`src/rtl/cache_rd_arbiter.sv`:
```
// cache_rd_arbiter: shares one AXI4 read channel between icache and dcache, one burst at a time.
// Define CACHE_RD_ARB_RR_EN for round-robin arbitration; otherwise dcache wins every tie.
module cache_rd_arbiter (
    input  logic         clk,
    input  logic         resetn,
    input  logic         i_rd_req,
    input  logic         i_rd_type,
    input  logic [31:0]  i_rd_addr,
    output logic         i_rd_rdy,
    output logic         i_ret_valid,
    output logic [255:0] i_ret_data,
    input  logic         d_rd_req,
    input  logic         d_rd_type,
    input  logic [31:0]  d_rd_addr,
    output logic         d_rd_rdy,
    output logic         d_ret_valid,
    output logic [255:0] d_ret_data,
    output logic [3:0]   arid,
    output logic [31:0]  araddr,
    output logic [7:0]   arlen,
    output logic [2:0]   arsize,
    output logic [1:0]   arburst,
    output logic         arvalid,
    input  logic         arready,
    input  logic [31:0]  rdata,
    input  logic         rlast,
    input  logic         rvalid,
    output logic         rready
);
    localparam logic [3:0] IDLE = 4'b0001, AR = 4'b0010, R = 4'b0100, RET = 4'b1000;
    logic [3:0]   state, next_state;
    logic         owner, rtype, done, i_grant, d_grant, accept;
    logic [31:0]  addr;
    logic [2:0]   cnt;
    logic [255:0] line;
`ifdef CACHE_RD_ARB_RR_EN
    logic last_grant;
    always_ff @(posedge clk)
        last_grant <= !resetn ? 1'b1 : accept ? d_grant : last_grant;
    assign d_grant = d_rd_req & (~i_rd_req | ~last_grant);
`else
    assign d_grant = d_rd_req;
`endif
    assign i_grant = i_rd_req & ~d_grant;
    assign accept  = (state == IDLE) & (i_grant | d_grant);
    always_ff @(posedge clk)
        state <= !resetn ? IDLE : next_state;
    always_comb begin
        next_state = (state == IDLE) ? (accept ? AR : IDLE) :
                     (state == AR)   ? (arready ? R : AR) :
                     (state == R)    ? (rvalid && rlast ? RET : R) : IDLE;
    end
    always_comb begin
        i_rd_rdy    = (state == IDLE) & i_grant;
        d_rd_rdy    = (state == IDLE) & d_grant;
        arvalid     = state == AR;
        rready      = state == R;
        i_ret_valid = (state == RET) & ~owner;
        d_ret_valid = (state == RET) & owner;
    end
    // done blocks writes past the eighth beat; only rlast ends the burst
    always_ff @(posedge clk) begin
        if (!resetn) begin
            owner <= 1'b0;
            rtype <= 1'b0;
            addr  <= '0;
            cnt   <= '0;
            done  <= 1'b0;
            line  <= '0;
        end else if (accept) begin
            owner <= d_grant;
            rtype <= d_grant ? d_rd_type : i_rd_type;
            addr  <= d_grant ? d_rd_addr : i_rd_addr;
            cnt   <= '0;
            done  <= 1'b0;
            line  <= '0;
        end else if (state == R && rvalid && !done) begin
            line[{cnt, 5'b0} +: 32] <= rdata;
            cnt  <= cnt + {2'b0, cnt != 3'd7};
            done <= cnt == 3'd7;
        end
    end
    assign arid       = {3'b0, owner};
    assign araddr     = addr;
    assign arlen      = rtype ? 8'd7 : 8'd0;
    assign arsize     = 3'b010;
    assign arburst    = 2'b01;
    assign i_ret_data = line;
    assign d_ret_data = line;
endmodule

```
`config.mk`:
```
export PLATFORM = sky130hd
export DESIGN_NAME = cache_rd_arbiter
export DESIGN_NICKNAME = d
export VERILOG_FILES = /design/src/rtl/cache_rd_arbiter.sv
export SDC_FILE = /design/constraint.sdc
export NUM_CORES = 1
export LEC_CHECK = 0
export ABC_CLOCK_PERIOD_IN_PS = 4900
export CAP_MARGIN = 20
export CORE_AREA = 2 2 259 261
export CTS_CLUSTER_DIAMETER = 60
export DETAILED_ROUTE_END_ITERATION = 16
export DIE_AREA = 0 0 261 263
export PLACE_DENSITY_LB_ADDON = 0.2
export RECOVER_POWER = 100
export SLEW_MARGIN = 20
export SYNTH_ARGS = -nofsm -noshare
export SYNTH_HDL_FRONTEND = slang
export SYNTH_SLANG_ARGS = --single-unit
```
`constraint.sdc`:
```
create_clock -name clk -period 4.9 [get_ports clk]
set_input_delay 0.735 -clock clk [delete_from_list [all_inputs] [get_ports clk]]
set_output_delay 0.735 -clock clk [all_outputs]
set_load 0.03 [all_outputs]
```
==> results.cfg <==
[routing]
drtIter0Drc = 535
via_per_inst = 4.19
num_vias = 11401
wirelength_um = 54500
wl_per_cell_um = 20.0
postRouteAntennaNets = 0
detail_route.first_pass.iterations = 5
route.detailed.drc = 0

[floorplan]
initial_utilization_pct = 20.5
die_x_um = 261
io-pin-count = 672
dieArea_mm2 = 0.0686
dieHeight_um = 263
placeableCoreArea_mm2 = 0.0656
rows = 94

[cells_and_area]
fin_util_pct = 30.4
areaGrowthSynthToFinish_pct = 48.7
nNetsFinal = 1939
final_cell_mix = 554 x dlygate4sd3_1, 298 x dfxtp_1, 229 x nand2_1
layout_commonest_cell = dlygate4sd3_1
layout-drive-gt1-share_pct = 4.26

[grt]
grt_pass1_wl_um = 78000
antenna_found_initial = 3
grtUsageTotal_pct = 15.2
grt_pass1_vias = 11362
grt_max_degree = 162
overflow = 0

[pwr]
clkPwrFrac_pct = 48.3
p_int_uw = 4400
p_comb_share_pct = 10.2
max-vdd-ir-drop_v = 0.000219
p_sw_share_pct = 26.5
leakage_uw = 0.00925
power.switching_uw = 1590
seq_power_share_pct = 41.6
p_per_area_mw_per_mm2 = 300

[sta]
slew_violations = 214
worstMarginPinSlew_ps = 2440
period_share_pct = 76.3
skew_ps = 27.9
relSlewSlack_pct = -62.8
rsz0062_at_grt = no
fin_tns_setup_ps = 0
fin_crit_ps = 3740
hold_ws_ps = 466
hold_violations = 0
setup_viol = 0
max_freq_mhz = 267

[setup_path]
start_kind = flip-flop
end_kind = flip-flop
path_class = reg2reg
cp_max_fo = 32
worst_ep_required_time_ps = 5230
cp_data_arrival_time_ps = 4070

[yosys]
ys.flop_type = dfxtp_1
ys_ff_latch = 298
muxShareOfSynthArea_pct = 12.2
yosysWarnings = 0
synth_adder_area_share_pct = 0.559
ys_seq_area_share_pct = 44.4
synth_compound_area_share_pct = 7.60
synth.avg_cell_area_um2 = 9.05
synthCells = 1483
async_flop_share_pct = 0
synth-edff-count = 0
netlist_area_mm2 = 0.0134
synth.distinct_cells = 37
synth-simple-area-share_pct = 15.7
synth_top_family_by_area = buffers and inverters
synthXorXnorAreaFrac_pct = 0.0652

[clock_network]
insertion_delay_ps = 570
post_cts_buffers = 0
htreeDepth = 2
cts_resized = 0
cts_root_buffer = clkbuf_16
cts_made_buffers = 41
clock-sinks = 298
cts_tree = yes
path_clk_slew_ps = 60
clk_path_buf_depth = 3
ctsHoldBuffers = 0

[run_status]
violations = capacitance limit, slew limit
status = finished, violations left

[placed_design]
gp_congestion = 0.733
port_buffers = 658
hpwl_um = 40300

[min_path]
hold_class = reg2reg

[flow_run]
drv_cap = 5
synth_stat cells, types with 3 or more instances:
master / instances / area share (%)
ha_1: 6 / 0.56
and3_1: 4 / 0.19
buf_4: 277 / 15
o211a_1: 33 / 2.5
a21oi_1: 99 / 3.7
nand3_1: 133 / 5.0
buf_2: 20 / 0.75
dfxtp_1: 298 / 44
o21ai_0: 32 / 1.2
nand2_1: 229 / 6.4
nor2_1: 42 / 1.2
buf_6: 7 / 0.59
mux2i_1: 163 / 12
nand4_1: 32 / 1.5
buf_12: 3 / 0.45
inv_1: 4 / 0.11
nor3b_1: 6 / 0.34
buf_1: 13 / 0.36
clkbuf_1: 59 / 1.6
stage by stage:
step	setup slack, ps	cell area [um2]	instances	total power, uW
global placement	1580	18700	2649	3180
global route	842	20000	2719	6240
finish	1160	20000	2720	5990
floorplan	2380	13500	1494	2880
CTS	1510	20000	2719	6130
detailed placement	1510	18700	2649	3180
cells by family (layout without fill, tap and decap cells):
group                    Yosys count  count (layout)
flip-flops                       298             298
multiplexers                     163             163
buffers and inverters            383             744
AO/OA/AOI/OAI                    169             169
XOR/XNOR                           1               1
adder cells (fa/ha/maj)            6               6
AND/OR/NAND/NOR                  461             461
other                              2              14
flip-flops by register name, indices dropped and copies added, names as in the netlist:
register / count
d_ret_data: 256
araddr: 32
state: 4
cnt: 3
done: 1
owner: 1
rtype: 1
worst paths after layout:
path | startpoint | end | slack (ps) | cells past startpoint
max | state[1] | d_ret_data[199] | 1160 | 4
min | d_ret_data[46] | d_ret_data[46] | 470 | 2
max reg2reg | state[1] | d_ret_data[199] | 1160 | 4
min reg2reg | d_ret_data[46] | d_ret_data[46] | 470 | 2
cell type report:
class | instances | area (um2)
Inverter | 4 | 15.0
Multi-Input combinational cell | 813 | 4890
Clock buffer | 56 | 1130
Tap cell | 864 | 1080
Timing Repair Buffer | 670 | 6700
Clock inverter | 14 | 170
Fill cell | 6852 | 45700
Antenna cell | 1 | 2.50
Sequential cell | 298 | 5970
layer usage:
| metal | global-route usage, % | wire, um | up-vias |
|---|---|---|---|
| met2 | 28.8 | 29100 | 436 |
| met4 | 3.70 | 1090 | 4 |
| met3 | 3.57 | 3380 | 77 |
| met5 | 0 | 29 | - |
| li1 | - | - | 5431 |
| met1 | 16.9 | 20900 | 5453 |
critical path, stage by stage (launching register included):
cell and delay (ps):
dfxtp_1 340, or4b_4 590, nor3b_4 390, and3_1 1880, mux2i_1 240
power groups by stage:
stage | registers [uW] | clock network (uW) | logic, uW
2_1_floorplan | 2610 | 0 | 271
3_3_place_gp | 2540 | 0 | 642
3_5_place_dp | 2540 | 0 | 641
4_1_cts | 2490 | 2990 | 643
5_1_grt | 2490 | 3090 | 654
6_report | 2490 | 2890 | 610
No activity file was read; power rests on OpenSTA's default activity.
